===== config.mk =====
export PLATFORM = sky130hd
export DESIGN_NAME = qdec_position_ctrl_flat
export DESIGN_NICKNAME = d
export VERILOG_FILES = /design/src/rtl/qdec_position_ctrl_pkg.sv /design/src/rtl/qdec_position_ctrl_if.sv /design/src/rtl/qdec_idx_sync.sv /design/src/rtl/qdec_position_ctrl.sv /design/src/flat_wrapper.sv
export SDC_FILE = /design/constraint.sdc
export NUM_CORES = 1
export LEC_CHECK = 0
export CAP_MARGIN = 20
export CORE_ASPECT_RATIO = 0.7
export CORE_MARGIN = 3
export CORE_UTILIZATION = 45
export DETAILED_ROUTE_END_ITERATION = 8
export GPL_TIMING_DRIVEN = 0
export PLACE_DENSITY_LB_ADDON = 0.08
export SYNTH_ARGS = -nofsm -noshare
export SYNTH_HDL_FRONTEND = slang
export SYNTH_SLANG_ARGS = --single-unit

===== constraint.sdc =====
create_clock -name clk -period 6.18 [get_ports clk]
set_input_delay 1.236 -clock clk [delete_from_list [all_inputs] [get_ports clk]]
set_output_delay 1.236 -clock clk [all_outputs]
set_load 0.02 [all_outputs]

===== src/rtl/qdec_position_ctrl_pkg.sv =====
// Shared types and default widths for the quadrature position/homing blocks.
package qdec_pkg;

    localparam int CNT_W_DEF = 8;
    localparam int POS_W_DEF = 16;
    localparam int VEL_W_DEF = 12;

    // Homing sequencer states.
    typedef enum logic [1:0] {
        IDLE = 2'd0,
        SEEK = 2'd1,
        ZERO = 2'd2,
        ERR  = 2'd3
    } home_state_t;

    // Per-cycle count change; only -1, 0 and +1 are legal.
    typedef logic signed [1:0] delta_t;

endpackage


===== src/rtl/qdec_position_ctrl_if.sv =====
// Command/status bundle between motion logic and the position controller.
interface qdec_position_ctrl_if import qdec_pkg::*; #(
    parameter int POS_W = POS_W_DEF,
    parameter int VEL_W = VEL_W_DEF
) ();

    logic                    home_req;
    logic                    home_dir;
    logic                    abort;
    logic                    motor_en;
    logic                    motor_dir;
    logic signed [POS_W-1:0] position;
    logic signed [VEL_W-1:0] velocity;
    logic                    vel_valid;
    logic                    homed;
    logic                    home_busy;
    logic                    home_err;

    // Motion logic side: issues homing commands, consumes position/status.
    modport master (
        output home_req, home_dir, abort,
        input  motor_en, motor_dir, position, velocity, vel_valid,
               homed, home_busy, home_err
    );

    // Controller side.
    modport slave (
        input  home_req, home_dir, abort,
        output motor_en, motor_dir, position, velocity, vel_valid,
               homed, home_busy, home_err
    );

endinterface


===== src/rtl/qdec_idx_sync.sv =====
// Two-flop synchronizer for the asynchronous Z channel plus rising-edge detect.
module qdec_idx_sync (
    input  logic clk,
    input  logic rst_n,
    input  logic index,
    output logic idx_rise
);

    logic [1:0] sync_reg;
    logic       prev_reg;

    // Shift the raw index through two stages, remember the last synced value.
    always_ff @(posedge clk or negedge rst_n) begin
        if (!rst_n) begin
            sync_reg <= '0;
            prev_reg <= 1'b0;
        end else begin
            sync_reg <= {sync_reg[0], index};
            prev_reg <= sync_reg[1];
        end
    end

    assign idx_rise = sync_reg[1] & ~prev_reg;

endmodule


===== src/rtl/qdec_position_ctrl.sv =====
// Extends the wrapping decoder count into absolute position, measures windowed
// velocity and sequences homing onto the index mark.
module qdec_position_ctrl import qdec_pkg::*; #(
    parameter int CNT_W   = CNT_W_DEF,
    parameter int POS_W   = POS_W_DEF,
    parameter int VEL_W   = VEL_W_DEF,
    parameter int VEL_WIN = 1000,
    parameter int HOME_TO = 1_000_000
) (
    input  logic             clk,
    input  logic             rst_n,
    input  logic [CNT_W-1:0] enc_cnt,
    input  logic             index,
    qdec_position_ctrl_if.slave bus
);

    localparam int WIN_W   = $clog2(VEL_WIN);
    localparam int TO_W    = $clog2(HOME_TO + 1);
    localparam int VEL_MAX = 2 ** (VEL_W - 1) - 1;

    logic [CNT_W-1:0]        enc_q_reg;
    logic                    primed_reg;
    delta_t                  delta;
    logic signed [POS_W-1:0] position_reg;
    logic signed [31:0]      acc_reg;
    logic signed [31:0]      acc_sum;
    logic [WIN_W-1:0]        win_reg;
    logic signed [VEL_W-1:0] velocity_reg;
    logic signed [VEL_W-1:0] vel_sat;
    logic                    vel_valid_reg;
    logic                    idx_rise;

    home_state_t             state_reg, state_next;
    logic                    dir_reg, dir_next;
    logic                    homed_reg, homed_next;
    logic                    err_reg, err_next;
    logic [TO_W-1:0]         to_reg, to_next;

    qdec_idx_sync u_idx_sync (
        .clk      (clk),
        .rst_n    (rst_n),
        .index    (index),
        .idx_rise (idx_rise)
    );

    // Low bits of the modular difference are enough: legal steps are 0, +1, -1.
    assign delta   = delta_t'(enc_cnt - enc_q_reg);
    assign acc_sum = acc_reg + 32'(delta);

    // Clamp the window sum symmetrically into the velocity range.
    always_comb begin
        vel_sat = VEL_W'(acc_sum);
        if (acc_sum > VEL_MAX) begin
            vel_sat = VEL_W'(VEL_MAX);
        end else if (acc_sum < -VEL_MAX) begin
            vel_sat = VEL_W'(-VEL_MAX);
        end
    end

    // Previous-count register and position; first cycle after reset only primes.
    always_ff @(posedge clk or negedge rst_n) begin
        if (!rst_n) begin
            enc_q_reg    <= '0;
            primed_reg   <= 1'b0;
            position_reg <= '0;
        end else begin
            enc_q_reg  <= enc_cnt;
            primed_reg <= 1'b1;
            if (state_reg == ZERO) begin
                position_reg <= '0;
            end else if (primed_reg) begin
                position_reg <= position_reg + POS_W'(delta);
            end
        end
    end

    // Velocity window: publish the sum including the last cycle, then restart.
    always_ff @(posedge clk or negedge rst_n) begin
        if (!rst_n) begin
            acc_reg       <= '0;
            win_reg       <= '0;
            velocity_reg  <= '0;
            vel_valid_reg <= 1'b0;
        end else begin
            vel_valid_reg <= 1'b0;
            if (primed_reg) begin
                if (win_reg == WIN_W'(VEL_WIN - 1)) begin
                    velocity_reg  <= vel_sat;
                    vel_valid_reg <= 1'b1;
                    acc_reg       <= '0;
                    win_reg       <= '0;
                end else begin
                    acc_reg <= acc_sum;
                    win_reg <= win_reg + WIN_W'(1);
                end
            end
        end
    end

    // Homing state and its side registers.
    always_ff @(posedge clk or negedge rst_n) begin
        if (!rst_n) begin
            state_reg <= IDLE;
            dir_reg   <= 1'b0;
            homed_reg <= 1'b0;
            err_reg   <= 1'b0;
            to_reg    <= '0;
        end else begin
            state_reg <= state_next;
            dir_reg   <= dir_next;
            homed_reg <= homed_next;
            err_reg   <= err_next;
            to_reg    <= to_next;
        end
    end

    // Homing next-state: abort beats index, index beats timeout.
    always_comb begin
        state_next = state_reg;
        dir_next   = dir_reg;
        homed_next = homed_reg;
        err_next   = err_reg;
        to_next    = to_reg;
        case (state_reg)
            IDLE: begin
                if (bus.home_req) begin
                    state_next = SEEK;
                    dir_next   = bus.home_dir;
                    homed_next = 1'b0;
                    err_next   = 1'b0;
                    to_next    = '0;
                end
            end
            SEEK: begin
                to_next = to_reg + TO_W'(1);
                if (bus.abort) begin
                    state_next = IDLE;
                    homed_next = 1'b0;
                end else if (idx_rise) begin
                    state_next = ZERO;
                end else if (to_reg == TO_W'(HOME_TO - 1)) begin
                    state_next = ERR;
                    err_next   = 1'b1;
                end
            end
            ZERO: begin
                state_next = IDLE;
                homed_next = 1'b1;
            end
            ERR: begin
                if (bus.abort) begin
                    state_next = IDLE;
                end else if (bus.home_req) begin
                    state_next = SEEK;
                    dir_next   = bus.home_dir;
                    homed_next = 1'b0;
                    err_next   = 1'b0;
                    to_next    = '0;
                end
            end
            default: state_next = IDLE;
        endcase
    end

    assign bus.motor_en  = (state_reg == SEEK);
    assign bus.motor_dir = dir_reg;
    assign bus.position  = position_reg;
    assign bus.velocity  = velocity_reg;
    assign bus.vel_valid = vel_valid_reg;
    assign bus.homed     = homed_reg;
    assign bus.home_busy = (state_reg == SEEK) || (state_reg == ZERO);
    assign bus.home_err  = err_reg;

endmodule


===== src/flat_wrapper.sv =====
// flat-port wrapper written by rule: the top's interface ports become plain ports
module qdec_position_ctrl_flat import qdec_pkg::*;
#(
    parameter int CNT_W   = CNT_W_DEF,
    parameter int POS_W   = POS_W_DEF,
    parameter int VEL_W   = VEL_W_DEF,
    parameter int VEL_WIN = 1000,
    parameter int HOME_TO = 1_000_000
)
  (clk, rst_n, enc_cnt, index, bus_home_req, bus_home_dir, bus_abort, bus_motor_en, bus_motor_dir, bus_position, bus_velocity, bus_vel_valid, bus_homed, bus_home_busy, bus_home_err);
  qdec_position_ctrl_if #(.POS_W(POS_W), .VEL_W(VEL_W)) bus_i ();
  input  logic clk;
  input  logic rst_n;
  input  logic [CNT_W-1:0] enc_cnt;
  input  logic index;
  input wire logic [$bits(bus_i.home_req)-1:0] bus_home_req;
  input wire logic [$bits(bus_i.home_dir)-1:0] bus_home_dir;
  input wire logic [$bits(bus_i.abort)-1:0] bus_abort;
  output wire logic [$bits(bus_i.motor_en)-1:0] bus_motor_en;
  output wire logic [$bits(bus_i.motor_dir)-1:0] bus_motor_dir;
  output wire logic [$bits(bus_i.position)-1:0] bus_position;
  output wire logic [$bits(bus_i.velocity)-1:0] bus_velocity;
  output wire logic [$bits(bus_i.vel_valid)-1:0] bus_vel_valid;
  output wire logic [$bits(bus_i.homed)-1:0] bus_homed;
  output wire logic [$bits(bus_i.home_busy)-1:0] bus_home_busy;
  output wire logic [$bits(bus_i.home_err)-1:0] bus_home_err;
  assign bus_i.home_req = bus_home_req;
  assign bus_i.home_dir = bus_home_dir;
  assign bus_i.abort = bus_abort;
  assign bus_motor_en = bus_i.motor_en;
  assign bus_motor_dir = bus_i.motor_dir;
  assign bus_position = bus_i.position;
  assign bus_velocity = bus_i.velocity;
  assign bus_vel_valid = bus_i.vel_valid;
  assign bus_homed = bus_i.homed;
  assign bus_home_busy = bus_i.home_busy;
  assign bus_home_err = bus_i.home_err;
  qdec_position_ctrl #(.CNT_W(CNT_W), .POS_W(POS_W), .VEL_W(VEL_W), .VEL_WIN(VEL_WIN), .HOME_TO(HOME_TO)) u_core (.clk(clk), .rst_n(rst_n), .enc_cnt(enc_cnt), .index(index), .bus(bus_i));
endmodule

---- After elaboration in Yosys (flattened, before gate mapping) ----
Index checks and enable logic that the tools add are counted.
W data, S select, Z words.
word-level totals
  input bits .............................. 14
  output and inout port bits .............. 34
  word-level logic and storage cells ...... 74
  register bits ........................... 102
operators by class
  bitwise operators ....................... 2
  muxes and demuxes ....................... 30
  equality and inequality tests ........... 11
  add/subtract/negate cells ............... 5
  $lt $le $gt $ge ......................... 2
  reduce and logical (&&, ||, !) cells .... 10
operator list
  operator                 count
  $pmux W20 S3             1
  $mux W20                 2
  $add A32 B2 Y32          1
  $gt A32 B12 Y1 const B   1
  $lt A32 B12 Y1 const B   1
  $mux W16                 2
  $mux W32                 1
  $mux W12                 2
  $add A20 B1 Y20 const B  1
  $eq A20 B20 Y1 const B   1
  $add A16 B2 Y16          1
  $mux W1                  12
  $add A10 B1 Y10 const B  1
  $eq A10 B10 Y1 const B   1
  $mux W10                 1
  $mux W2                  5
  $ne A2 B2 Y1 const B     4
  $pmux W2 S4              1
  $reduce_and A2 Y1        4
  $reduce_and A5 Y1        1
  $eq A2 B2 Y1 const B     2
  $ne A4 B2 Y1 const B     1
  $pmux W1 S4              1
  $reduce_bool A2 Y1       2
  10 further kinds         10

---- Logic depth before layout (Yosys ltp) ----
Gate-level depths: netlist of the first run.
  depth after elaboration ................. 5
  depth in mapped cells ................... 19
  mapped depth without buffers ............ 17

---- Cells and area by module ----
From an unflattened synthesis of the first run, not the netlist that was laid out.
second synthesis, totals
  cells, all modules ...................... 810
  area total of the unflattened synthesis .. 7,099.3 sq um
by module, submodules not included
  module              seq. area each (sq um)  area each (sq um)  cells each  times used
  qdec_position_ctrl  2,477.4                 7,010.5            806         1
  qdec_idx_sync       75.1                    88.8               4           1

---- Worst setup path before layout of the first run ----
No wires, ideal clock.
  kind .................................... input -> register
  start ................................... in enc_cnt[0]
  end ..................................... reg u_core.velocity_reg[0] (netlist: u_core.bus.velocity[0])
  library setup time ...................... 0.119 ns
  buffers on the path ..................... 1
  slack ................................... 0.513 ns
  data required time ...................... 6.061 ns
  arrival time ............................ 5.549 ns
  stages .................................. 18
  cell sequence ........................... inv_1 -> ha_1 -> xor2_1 -> xnor2_1 -> inv_1 -> ha_1 -> buf_6 -> a211oi_2 -> o21bai_1 -> a2111oi_2 -> o31a_2 -> o31ai_2 -> a311o_1 -> a2111oi_0 -> and4b_1 -> nand4_1 -> o32a_1 -> o21a_1
between the ends
  word-level cells in the longest chain between the ends .. 5
  elaborated cells between the ends (all ways) .. 6
  those cells by class .................... add/sub (2); order compare (2); mux (2)
RTL lines
  item                    RTL line                  text
  start: declaration      flat_wrapper.sv:14        input logic [CNT_W-1:0] enc_cnt;
  $sub A2 B2 Y2 *         qdec_position_ctrl.sv:47  assign delta = delta_t'(enc_cnt - enc_q_reg);
  $add A32 B2 Y32 *       qdec_position_ctrl.sv:48  assign acc_sum = acc_reg + 32'(delta);
  $lt A32 B12 Y1          qdec_position_ctrl.sv:55  end else if (acc_sum < -VEL_MAX) begin
  $mux W12                qdec_position_ctrl.sv:55
  $mux W12 *              qdec_position_ctrl.sv:53  if (acc_sum > VEL_MAX) begin
  end signal: assignment  qdec_position_ctrl.sv:88  velocity_reg <= vel_sat;
  end: declaration        qdec_position_ctrl.sv:28  logic signed [VEL_W-1:0] velocity_reg;
Mark *: on every way between the ends. The rest lies on a longest branch, timed or not.
A chain may end at the register's enable or synchronous reset.

---- Worst setup path after layout of the first run ----
  start ................................... in enc_cnt[0]
  end ..................................... reg u_core.velocity_reg[8] (netlist: u_core.bus.velocity[8])
Same word-level chain as after synthesis.

==> impl_metrics.toml, run 1 <==
[logic_synthesis]
synthFlopType = "dfrtp_1"
async_flop_share = 1.00
synth_compound_area_frac = 0.198
synth_area_leaders = "dfrtp_1 35%, ha_1 9.4%, nor2_1 4.9%"
yosysUniqueCellTypes = 78
ys.warnings.count = 0
yosys.area_share.adder = 0.0993
synth_top_family_by_area = "simple AND/OR/NAND/NOR gates"
synth_edf_count = 0
syn_avg_cell_area_um2 = 8.76
synth_xor_area_frac = 0.0717
synth.area.mux_share = 0.0266
seq_area_frac_synth = 0.354
syn_nets = 892
synthDominantCellAreaShare = 0.354
synth_top_area_cell = "dfrtp_1"
netlist_area_um2 = 7200
synth_seq_cells = 102
yosys.area_share.simple = 0.198
syn_inst = 822

[layout]
largest_reg_flops = 32
fin_nets = 948
diodes = 0
syn_to_final_growth_pct = 14.6
instances_no_fill = 1083
drive_gt1_frac = 0.0691

[min_path]
hold_class = "register to register"
min_delay_path_depth = 0
hold_end = "u_core.u_idx_sync.sync_reg[1]"
min_from = "u_core.u_idx_sync.sync_reg[0]"

[route]
ant_nets = 0
wl_per_cell_um = 16.4
drcViolationCount = 0
firstDrtPassIters = 5
vias = 6197
wirelength_um = 17800
viasPerCell = 5.72
drtIter0Drc = 382

[worst_setup_path]
regToRegSetupSlack_ps = 1410
start_kind = "input port"
crit_arrival_ps = 6060
crit_required_ps = 6420
r2r_cells = 17
worstReg2RegEnd = "u_core.bus.velocity[8]"
criticalPathCategory = "input port to register"
endpoint_kind = "register"
rr_startpoint = "u_core.enc_q_reg[0]"
cp_max_fo = 10

[floorplanning]
ioPinCount = 48
rows = 38
initial_utilization = 0.462
core_area_um2 = 15600
die_w_um = 157
die-height_um = 112
die_area_um2 = 17600

[power]
seqPwrFrac = 0.226
power_density_nw_per_um2 = 547
p_int_mw = 2.38
p_comb_frac = 0.643
ir_worst_vdd_mv = 0.305
finalPower_mw = 4.52
power_leakage_nw = 3.69
p_clk_frac = 0.131
p_sw_mw = 2.14
sw_frac_of_total = 0.472

[run_status]
status = "finished, final reports clean"

[placed_design]
place_inst = 1065
place_hpwl_um = 13300
portBuffers = 41
finalWeightedCongestion = 0.896

[sta]
min_period_ps = 5820
fin_setup_tns_ps = 0
period_share = 0.942
whs_ps = 354
hold_violations = 0
max_freq_ghz = 0.172
rsz0062_at_grt = "false"
tightest_slew_ps = 789
finalClockSkew_ps = 9.97
setup_viol = 0
slew_headroom = 0.468
final_max_slew_viol_count = 0

[grt]
grt_use_total = 0.208
antenna_found_initial = 0
grt.busiest_layer = "met2"
grt_pass1_wl_um = 29800
grt_util_met3 = 0.0396
gr-total-overflow = 0
grt_pass1_vias = 6026
grt_max_degree = 55
grtUsageMet1 = 0.308
grt_use_met2 = 0.316

[clock_tree]
clk_pin_slew_worst_paths_ps = 80
clk_latency_ps = 360
htree_levels = 3
clk_path_buf_depth = 2
cts_tree = "built"
cts-buffers-inserted = 9
clkSinkCount = 102
cts-root-buf = "clkbuf_16"

[flow_run]
max-cap-violations = 0
final cells by class:
| cell class | instances | area [um2] |
|---|---|---|
| plain buffers | 28 | 155 |
| repair buffers | 45 | 478 |
| well taps | 200 | 250 |
| multi-input cells | 634 | 4300 |
| fillers | 1432 | 7340 |
| clock inverters | 6 | 67.6 |
| clock buffers | 10 | 229 |
| flip-flops and latches | 102 | 2550 |
| inverters | 58 | 220 |
worst max-delay path, cell delays in order:
cell             delay [ps]
clkdlybuf4s50_1         480
inv_1                    50
ha_1                    190
xor2_1                  220
xnor2_2                 150
buf_4                   180
fa_1                    440
and2b_1                 260
o2111ai_2               220
a31oi_4                 370
a21oi_2                 190
nor4_1                  640
nor2_1                  120
a2111oi_0               340
and4b_1                 260
nand4_1                 150
clkbuf_2                250
o21ai_0                 210
nor2_1                   70
stage by stage:
stage          setup WS (ps)  utilization  area, um2
6_report                 356        0.529       8260
5_1_grt                 44.4        0.529       8260
4_1_cts                 24.3        0.528       8230
3_5_place_dp            -728        0.508       7920
3_3_place_gp           -1260        0.504       7870
2_1_floorplan            513            -       7200
synth_stat cells (all sizes together), types with 10 or more instances:
cell type and instances:
a211oi 12, a21oi 50, and2 10, and3 10
buf 11, clkbuf 17, dfrtp 102, ha 54
inv 58, mux2i 18, nand2 47, nand2b 15
nand3 18, nand4 20, nor2 95, nor2b 11
nor3 20, o21ai 43, o22ai 28, xnor2 33
xor2 26
what timing repair did:
item                                    4_1_cts  5_1_grt
hold buffers                                  0        0
pin swaps                                     0        1
endpoints found under the setup margin       11       11
setup buffers                                 0        2
gates resized for setup                       2        4
how the worst max path moves through the flow:
| stage | slack [ps] | to | start | cells past startpoint |
|---|---|---|---|---|
| floorplan | 510 | u_core.bus.velocity[0] | enc_cnt[0] | 18 |
| global placement | -1260 | u_core.bus.velocity[8] | enc_cnt[0] | 19 |
| detailed placement | -730 | u_core.bus.velocity[8] | enc_cnt[0] | 21 |
| CTS | 20 | u_core.bus.velocity[8] | enc_cnt[0] | 21 |
| global route | 40 | u_core.bus.velocity[2] | enc_cnt[0] | 19 |
| finish | 360 | u_core.bus.velocity[8] | enc_cnt[0] | 19 |
routing by layer:
layer	vias up	part of all wire
met5	-	0
met4	0	0.0093
met3	18	0.046
met2	146	0.44
met1	2968	0.51
li1	3065	-
power groups by stage:
stage          Combinational [mW]  Clock [mW]  Sequential (mW)
5_1_grt                      3.22       0.634             1.05
2_1_floorplan                2.07           0             1.07
4_1_cts                      2.87       0.603             1.02
3_5_place_dp                 2.84           0             1.03
3_3_place_gp                 2.76           0             1.03
6_report                     2.91       0.590             1.02
placed cells by master (no fill, tap or decap), drive strengths merged, types with 3 or more instances in the layout:
master	Yosys	layout
clkbuf	17	27
o31ai	4	4
buf	11	16
a31o	3	3
nor4	9	9
inv	58	60
o22ai	28	28
nand3	18	18
a2111oi	6	6
nand2b	15	15
or3	7	7
o211ai	5	5
and4	4	4
and3	10	10
a21o	7	7
nand4	20	20
a31oi	9	9
nand2	47	47
or2	9	9
mux2i	18	18
xor2	26	26
nand3b	3	3
a21boi	5	5
o21ai	43	43
clkdlybuf4s50	0	40
ha	54	54
o21a	9	9
and2	10	10
o21bai	8	8
a21oi	50	50
dfrtp	102	102
a211oi	12	12
nor3	20	20
nor2b	11	11
nor2	95	95
xnor2	33	33
kinds of logic after synthesis:
| logic type | after synthesis |
|---|---|
| other | 1 |
| adders and majority gates | 56 |
| DFF | 102 |
| buffers and inverters | 86 |
| and+or+nand+nor | 287 |
| AOI/OAI and AO/OA | 212 |
| muxes | 19 |
| xor gates and xnor gates | 59 |
No activity file was read; power rests on OpenSTA's default activity.
==> inputs of run 2 (changes only) <==
--- a/config.mk
+++ b/config.mk
@@ -12,6 +12,7 @@
 export DETAILED_ROUTE_END_ITERATION = 8
 export GPL_TIMING_DRIVEN = 0
 export PLACE_DENSITY_LB_ADDON = 0.08
+export SLEW_MARGIN = 20
 export SYNTH_ARGS = -nofsm -noshare
 export SYNTH_HDL_FRONTEND = slang
 export SYNTH_SLANG_ARGS = --single-unit
==> run 2 against run 1 <==
Against the previous run:
- non-clock buffer count is the same
- worst hold slack is the same
- sequential power is essentially flat
- critical path depth is the same
- die area is the same
- global-route usage is the same
- count of clock-buffer cells in the layout is the same
- critical path type unchanged
- largest cell class unchanged
==> impl_metrics.toml, run 2 (synthesis results as in run 1) <==
[run_status]
status = "finished, final reports clean"

[sta]
finalClockSkew_ps = 9.97
period_share = 0.942
fin_setup_tns_ps = 0
final_max_slew_viol_count = 0
slew_headroom = 0.468
whs_ps = 354
rsz0062_at_grt = "false"
hold_violations = 0
max_freq_ghz = 0.172
min_period_ps = 5820
tightest_slew_ps = 789
setup_viol = 0

[clock_tree]
cts-buffers-inserted = 9
clkSinkCount = 102
clk_latency_ps = 360
clk_pin_slew_worst_paths_ps = 80
clk_path_buf_depth = 2
cts_tree = "built"
cts_hold_buf = 0
cts-root-buf = "clkbuf_16"
htree_levels = 3

[layout]
final_common_cell = "dfrtp_1"
drive_gt1_frac = 0.0691
final_cell_mix = "102 x dfrtp_1, 95 x nor2_1, 57 x inv_1, 54 x ha_1, 47 x nand2_1"
syn_to_final_growth_pct = 14.6
nFillCells = 1434
multi_input_area_um2 = 4300
final_area_um2 = 8260
instances_no_fill = 1083
fin_nets = 948
diodes = 0
post-route-util = 0.530
largest_reg_flops = 32
area.sequential_um2 = 2550

[worst_setup_path]
endpoint_kind = "register"
crit_slowest_cell = "nor4_1"
crit_required_ps = 6420
r2r_cells = 17
regToRegSetupSlack_ps = 1410
rr_startpoint = "u_core.enc_q_reg[0]"
critical-path-max-stage-delay_ps = 640
start_kind = "input port"
cp_max_fo = 10
cp_cell_sequence = "clkdlybuf4s50_1, inv_1, ha_1, xor2_1, xnor2_2, buf_4, fa_1, and2b_1, o2111ai_2, a31oi_4, a21oi_2, nor4_1, nor2_1, a2111oi_0, and4b_1, nand4_1, clkbuf_2, o21ai_0, nor2_1"
criticalPathCategory = "input port to register"
worstReg2RegEnd = "u_core.bus.velocity[8]"
critPathMostFrequentCell = "nor2_1"
path_buf_inv = 4
crit_arrival_ps = 6060
cp_top_family = "simple AND/OR/NAND/NOR gates"

[floorplanning]
ioPinCount = 48
die_area_um2 = 17600
rows = 38
die_w_um = 157
initial_utilization = 0.462
die-height_um = 112
core_area_um2 = 15600

[min_path]
min_from = "u_core.u_idx_sync.sync_reg[0]"
min_delay_path_depth = 0
hold_end = "u_core.u_idx_sync.sync_reg[1]"
hold_class = "register to register"

[power]
p_comb_frac = 0.643
p_clk_frac = 0.131
p_int_mw = 2.38
p_sw_mw = 2.14
power_density_nw_per_um2 = 547
seqPwrFrac = 0.226
sw_frac_of_total = 0.472
ir_worst_vdd_mv = 0.305
power_leakage_nw = 3.69

[placed_design]
portBuffers = 41
place_hpwl_um = 13300
finalWeightedCongestion = 0.896
dpl_cell_area_um2 = 7920
place_inst = 1065

[grt]
grt_use_total = 0.208
grt_pass1_wl_um = 29800
gr-total-overflow = 0
grt_pass1_vias = 6026
grt_max_degree = 55
antenna_found_initial = 0

[route]
wl_per_cell_um = 16.4
vias = 6193
drtIter0Drc = 382
firstDrtPassIters = 5
wirelength_um = 17800
viasPerCell = 5.72
ant_nets = 0
drcViolationCount = 0

[flow_run]
max-cap-violations = 0
## run 2: layout make-up
| type | count | share of cell area |
|---|---|---|
| plain buffers | 28 | 0.0188 |
| clock buffers | 10 | 0.0277 |
| clock inverters | 6 | 0.00818 |
| inverters | 58 | 0.0267 |
| multi-input cells | 634 | 0.521 |
| flip-flops and latches | 102 | 0.309 |
| well taps | 200 | 0.0303 |
| repair buffers | 45 | 0.0583 |
## run 2: repair_timing
action,in CTS,in global routing
pin swaps,0,1
setup buffers,0,2
setup endpoints to repair,11,11
gates resized for setup,2,4
## run 2: worst max-delay path by stage
stage,depth (start not counted),endpoint,from
final,19,u_core.bus.velocity[8],enc_cnt[0]
after global routing,19,u_core.bus.velocity[2],enc_cnt[0]
after CTS,21,u_core.bus.velocity[8],enc_cnt[0]
after detailed placement,21,u_core.bus.velocity[8],enc_cnt[0]
after global placement,19,u_core.bus.velocity[8],enc_cnt[0]
after floorplan,18,u_core.bus.velocity[0],enc_cnt[0]
## run 2: through the flow
stage / setup slack [ps] / power (mW)
floorplan: 513 / 3.14
global placement: -1260 / 3.78
detailed placement: -728 / 3.88
CTS: 24.3 / 4.49
global route: 44.4 / 4.91
finish: 356 / 4.52
## run 2: power groups by stage
stage	logic, mW	registers [mW]	clock network [mW]
after global placement	2.76	1.03	0
final	2.91	1.02	0.590
after global routing	3.22	1.05	0.634
after CTS	2.87	1.02	0.603
after detailed placement	2.84	1.03	0
after floorplan	2.07	1.07	0
## run 2: worst reg2reg max path: stages, from the launching register on
cell and delay, ps:
dfrtp_1 370, ha_1 180, xor2_1 220, xnor2_2 150, buf_4 180, fa_1 440, and2b_1 260, o2111ai_2 220
a31oi_4 370, a21oi_2 190, nor4_1 650, nor2_1 120, a2111oi_0 350, and4b_1 260, nand4_1 150, clkbuf_2 260
o21ai_0 210, nor2_1 70
## run 2: layer usage
| metal | vias to the layer above | GRT usage | routed length [um] |
|---|---|---|---|
| met3 | 18 | 0.0396 | 827 |
| met2 | 146 | 0.316 | 7770 |
| met4 | 0 | 0.0451 | 165 |
| li1 | 3065 | - | - |
| met5 | - | 0 | 0 |
| met1 | 2964 | 0.308 | 9030 |
==> inputs of run 3 (changes only) <==
--- a/config.mk
+++ b/config.mk
@@ -16,3 +16,4 @@
 export SYNTH_ARGS = -nofsm -noshare
 export SYNTH_HDL_FRONTEND = slang
 export SYNTH_SLANG_ARGS = --single-unit
+export TNS_END_PERCENT = 50
==> results of run 3 <==
The final DEF is identical to that of run 2; final timing and power are the same.
